$ cat src/rtl/mux_sel_rr_arbiter.sv
// Round-robin select generator for a 4:1 mux. It produces a registered sel code,
// a one-hot grant and a valid flag, and bounds how long one owner may hold the mux.
module mux_sel_rr_arbiter #(
  parameter int MAX_HOLD = 4,
  parameter int CNT_W    = 3
) (
  input  logic             clk,
  input  logic             rst_n,
  input  logic [3:0]       req,
  output logic [1:0]       sel,
  output logic [3:0]       gnt,
  output logic             gnt_valid,
  output logic [CNT_W-1:0] hold_cnt
);

  // state | meaning
  // IDLE  | no owner; gnt=0, sel holds the last owner
  // OWN   | owner is sel; gnt=onehot(sel), hold_cnt counts owned cycles
  typedef enum logic {IDLE, OWN} state_t;

  localparam logic [CNT_W-1:0] HOLD_MAX = CNT_W'(MAX_HOLD);
  localparam logic [CNT_W-1:0] HOLD_ONE = CNT_W'(1);

  state_t           state_q, state_d;
  logic [1:0]       ptr_q, ptr_d;
  logic [1:0]       sel_d;
  logic [3:0]       gnt_d;
  logic             valid_d;
  logic [CNT_W-1:0] hold_d;

  logic             pick_found;
  logic [1:0]       pick_idx;
  logic             release_own;
  logic             preempt_own;

  // Returns {found, index} of the first set bit searching start, start+1, ... mod 4.
  function automatic logic [2:0] rr_pick(input logic [3:0] r, input logic [1:0] start);
    logic [2:0] res;
    logic [1:0] idx;
    res = 3'b000;
    for (int i = 3; i >= 0; i--) begin
      idx = start + 2'(i);
      if (r[idx]) res = {1'b1, idx};
    end
    return res;
  endfunction

  // While owning, ptr_q is always owner+1, so one search serves both states.
  always_comb begin
    {pick_found, pick_idx} = rr_pick(req, ptr_q);
  end

  assign release_own = ~req[sel];
  assign preempt_own = (hold_cnt == HOLD_MAX) && ((req & ~gnt) != 4'b0000);

  always_comb begin
    state_d = state_q;
    ptr_d   = ptr_q;
    sel_d   = sel;
    gnt_d   = gnt;
    valid_d = gnt_valid;
    hold_d  = hold_cnt;

    case (state_q)
      IDLE: begin
        if (pick_found) begin
          state_d = OWN;
          sel_d   = pick_idx;
          gnt_d   = 4'b0001 << pick_idx;
          valid_d = 1'b1;
          hold_d  = HOLD_ONE;
          ptr_d   = pick_idx + 2'd1;
        end
      end
      OWN: begin
        if (release_own || preempt_own) begin
          if (pick_found) begin
            sel_d   = pick_idx;
            gnt_d   = 4'b0001 << pick_idx;
            valid_d = 1'b1;
            hold_d  = HOLD_ONE;
            ptr_d   = pick_idx + 2'd1;
          end else begin
            state_d = IDLE;
            gnt_d   = 4'b0000;
            valid_d = 1'b0;
            hold_d  = '0;
          end
        end else if (hold_cnt < HOLD_MAX) begin
          hold_d = hold_cnt + HOLD_ONE;
        end
      end
      default: begin
        state_d = IDLE;
        gnt_d   = 4'b0000;
        valid_d = 1'b0;
        hold_d  = '0;
      end
    endcase
  end

  always_ff @(posedge clk or negedge rst_n) begin
    if (!rst_n) begin
      state_q   <= IDLE;
      ptr_q     <= 2'd0;
      sel       <= 2'd0;
      gnt       <= 4'b0000;
      gnt_valid <= 1'b0;
      hold_cnt  <= '0;
    end else begin
      state_q   <= state_d;
      ptr_q     <= ptr_d;
      sel       <= sel_d;
      gnt       <= gnt_d;
      gnt_valid <= valid_d;
      hold_cnt  <= hold_d;
    end
  end

endmodule

$ cat config.mk
export PLATFORM = sky130hd
export DESIGN_NAME = mux_sel_rr_arbiter
export DESIGN_NICKNAME = d
export VERILOG_FILES = /design/src/rtl/mux_sel_rr_arbiter.sv
export SDC_FILE = /design/constraint.sdc
export NUM_CORES = 1
export LEC_CHECK = 0
export CAP_MARGIN = 20
export CORE_MARGIN = 5
export CORE_UTILIZATION = 45
export DETAILED_ROUTE_END_ITERATION = 12
export HOLD_SLACK_MARGIN = 0.08
export MAX_ROUTING_LAYER = met4
export PLACE_DENSITY = 0.83
export RECOVER_POWER = 100
export SLEW_MARGIN = 20
export SYNTH_ARGS = -nofsm -noshare
export SYNTH_HDL_FRONTEND = slang
export SYNTH_SLANG_ARGS = --single-unit
$ cat constraint.sdc
create_clock -name clk -period 4 [get_ports clk]
set_input_delay 0.4 -clock clk [delete_from_list [all_inputs] [get_ports clk]]
set_output_delay 0.4 -clock clk [all_outputs]
set_load 0.03 [all_outputs]
==> impl_metrics.yaml <==
sta:
  skew_ns: 0.00566
  rsz0062_at_grt: "no"
  fmax_mhz: 371
  drv_slew: 0
  hold_viol_final: 0
  fin_crit_sh_pct: 67.4
  setup_violations: 0
  fin_ws_ns: 1.30
  min_period_ns: 2.70
  fin_tns_setup_ns: 0
  holdWs_ns: 0.540
  worst_pin_slew_ns: 1.12
  max-slew-margin-rel_pct: 24.9
grt:
  antenna_found_initial: 0
  grt-ovfl-total: 0
  grt_max_degree: 14
  grt_pass1_vias: 694
  grt_util_all_layers_pct: 15.8
  grt_pass1_wl_um: 3120
finish:
  antenna_cells: 0
  syn_to_final_growth_pct: 22.8
  fill_cells: 160
  multiInputGateArea_um2: 447
  regArea_um2: 325
  fin_nets: 105
  fin_cells: 119
  drive_above_1_share_pct: 14.9
die:
  dieHeight_um: 52.9
  chipWidth_um: 52.9
  io_pins: 16
  core_mm2: 0.00175
  fp.dieArea_mm2: 0.00280
  floorplan.initialDensity_pct: 47.5
  num_rows: 15
synth:
  synth_area_um2: 828
  synth_top_cell_by_area: "dfrtp_1"
  ys_types: 32
  synth-seq-area-share_pct: 39.3
  synth_area_per_cell_um2: 10.9
  synth.ff_latch_count: 13
  synth_top_area_share_pct: 39.3
  syn_inst: 76
  synth.net_count: 86
  yosysWarnings: 0
  synth_area_leaders: "dfrtp_1 (39%), a2111oi_4 (6.6%), ha_1 (6.0%)"
clocking:
  clk_path_buf_depth: 2
  worstSkewPairLatency_ns: 0.27
  cts_setup_buffers: 0
  postCtsHoldBufs: 0
  cts_sinks: 13
  htreeDepth: 1
  cts_tree: "done"
  cts_resized: 0
  cts_buffers: 3
  clkTransAtPathRegs_ns: 0.09
  cts_root_buffer: "clkbuf_4"
placed_design:
  dp.cells: 115
  portBuffers: 15
  gp_congestion: 0.802
  pre_cts_ws_ns: 1.58
  place.detailed.hpwl_um: 1350
route:
  drt-wirelength-per-cell_um: 14.8
  routed_via_density: 5.75
  drt-total-wl_um: 1760
  drtIter0Drc: 16
  drc_errors: 0
  num_vias: 684
  drtAntennaViolNets: 0
  first_pass_iters: 4
setup_path:
  cpPeakStageDelay_ns: 0.97
  slowest_stage: "nor4_1"
  critPathLaunchType: "primary input"
  path_buf_inv: 2
  crit_path_end_kind: "flop"
  rrSetupSlack_ns: 2.13
  required_ns: 4.22
  path_max_fanout: 10
  cp.arrival_ns: 2.92
  path_cells: "dlygate4sd3_1 > nor4_1 > inv_1 > o21ai_0 > a22o_2"
  cp_top_family: "buffers and inverters"
  r2r_start: "ptr_q[1]"
  r2r_cells: 6
  path_class: "in -> reg"
  worstReg2RegEnd: "gnt[1]"
pwr:
  vdd_drop_max_mv: 0.386
  total_power_w: 0.000769
  p_per_area_mw_per_mm2: 756
  leakage_nw: 0.433
job:
  cap_violations: 0
status:
  status: "finished clean"
hold_path:
  hold_start: "ptr_q[0]"
  min_path_type: "reg -> reg"
  hold_path_depth: 1
  min_delay_worst_endpoint: "ptr_q[0]"
==> layout make-up <==
cell class	count	area share [%]
multi-input cells	52	43.9
flip-flops and latches	13	32.0
repair buffers	15	14.8
inverters	10	3.69
well taps	25	3.08
clock buffers	4	2.58
==> cell families (layout without fill, tap and decap cells) <==
logic type               after synthesis  after routing  share of synthesized area, %
AND/OR/NAND/NOR                       17             17                          14.3
buffers and inverters                 11             29                          4.98
AO/OA/AOI/OAI                         28             28                          30.1
multiplexers                           3              3                          5.29
flip-flops                            13             13                          39.3
adder cells (fa/ha/maj)                4              4                          6.04
==> worst reg2reg max path, cell delays in order, from the launching register on <==
cell and delay [ns]:
dfrtp_1 0.45, nand2_1 0.11, nand3b_1 0.08, a2bb2oi_1 0.59, inv_1 0.11, ha_1 0.21
a22o_2 0.23
==> through the flow <==
| stage | utilization (%) | area, um^2 |
|---|---|---|
| floorplan | - | 828 |
| global placement | 57.6 | 1010 |
| detailed placement | 57.6 | 1010 |
| CTS | 59.1 | 1030 |
| global route | 58.3 | 1020 |
| finish | 58.3 | 1020 |
==> cell usage after synthesis <==
cell,count
nand4_1,1
a31o_2,1
nor2b_4,1
a211o_1,1
a21oi_4,1
ha_1,4
nor3b_1,2
nor2_1,2
clkbuf_1,1
a22o_2,2
o31ai_1,2
a22oi_1,2
a21oi_1,6
nand3_1,2
mux2_2,1
o21a_1,1
nand2_1,4
mux2i_1,1
inv_1,9
mux4_2,1
nor2b_1,2
a2bb2oi_1,1
o221ai_1,1
inv_2,1
nor4_4,1
dfrtp_1,13
nand3b_1,1
o211ai_1,2
nor3_2,1
o21ai_0,5
a2111oi_4,2
o21a_4,1
==> placed cells by master (no fill, tap or decap) <==
cell type / instances
o21a_4: 1
mux4_2: 1
o221ai_1: 1
a2bb2oi_1: 1
nand2_1: 4
nor2_1: 2
a22oi_1: 2
nor3_2: 1
clkbuf_1: 1
o31ai_1: 2
o211ai_1: 2
nand3b_1: 1
a22o_2: 2
nand3_1: 2
inv_1: 10
o21a_1: 1
clkdlybuf4s50_1: 3
o21ai_0: 5
clkbuf_4: 3
a21oi_1: 6
a31o_2: 1
nor4_1: 1
a2111oi_4: 2
nor2b_4: 1
dlygate4sd3_1: 12
dfrtp_1: 13
nor2b_1: 2
a21oi_4: 1
mux2i_1: 1
mux2_2: 1
ha_1: 4
a211o_1: 1
nor3b_1: 2
nand4_1: 1
==> registers in the layout, summed over array words and instances, names as in the netlist <==
register	flops
gnt	4
state_q	1
hold_cnt	3
sel	2
gnt_valid	1
ptr_q	2
==> layer usage <==
metal	GRT usage [%]	vias to the layer above	share of wire [%]
met3	3.38	2	2.6
met4	7.23	0	0.85
met1	19.6	351	46
met2	24.4	14	50
met5	-	-	0
li1	-	317	-
==> power breakdown <==
| part | internal [W] | total (W) | switching (W) | leakage, nW |
|---|---|---|---|---|
| clock network | 0.0000386 | 0.0000826 | 0.0000440 | 0.0150 |
| registers | 0.000184 | 0.000240 | 0.0000561 | 0.154 |
| logic | 0.000192 | 0.000446 | 0.000254 | 0.264 |
==> worst max path at each step <==
| stage | to | cells past startpoint | startpoint |
|---|---|---|---|
| 6_report | gnt[2] | 5 | req[3] |
| 5_1_grt | gnt[2] | 5 | req[3] |
| 4_1_cts | gnt[1] | 6 | req[0] |
| 3_5_place_dp | gnt[1] | 6 | req[0] |
| 3_3_place_gp | gnt[1] | 6 | req[2] |
| 2_1_floorplan | sel[1] | 4 | sel[0] |
Note: power is estimated with default switching activity, not from simulation.
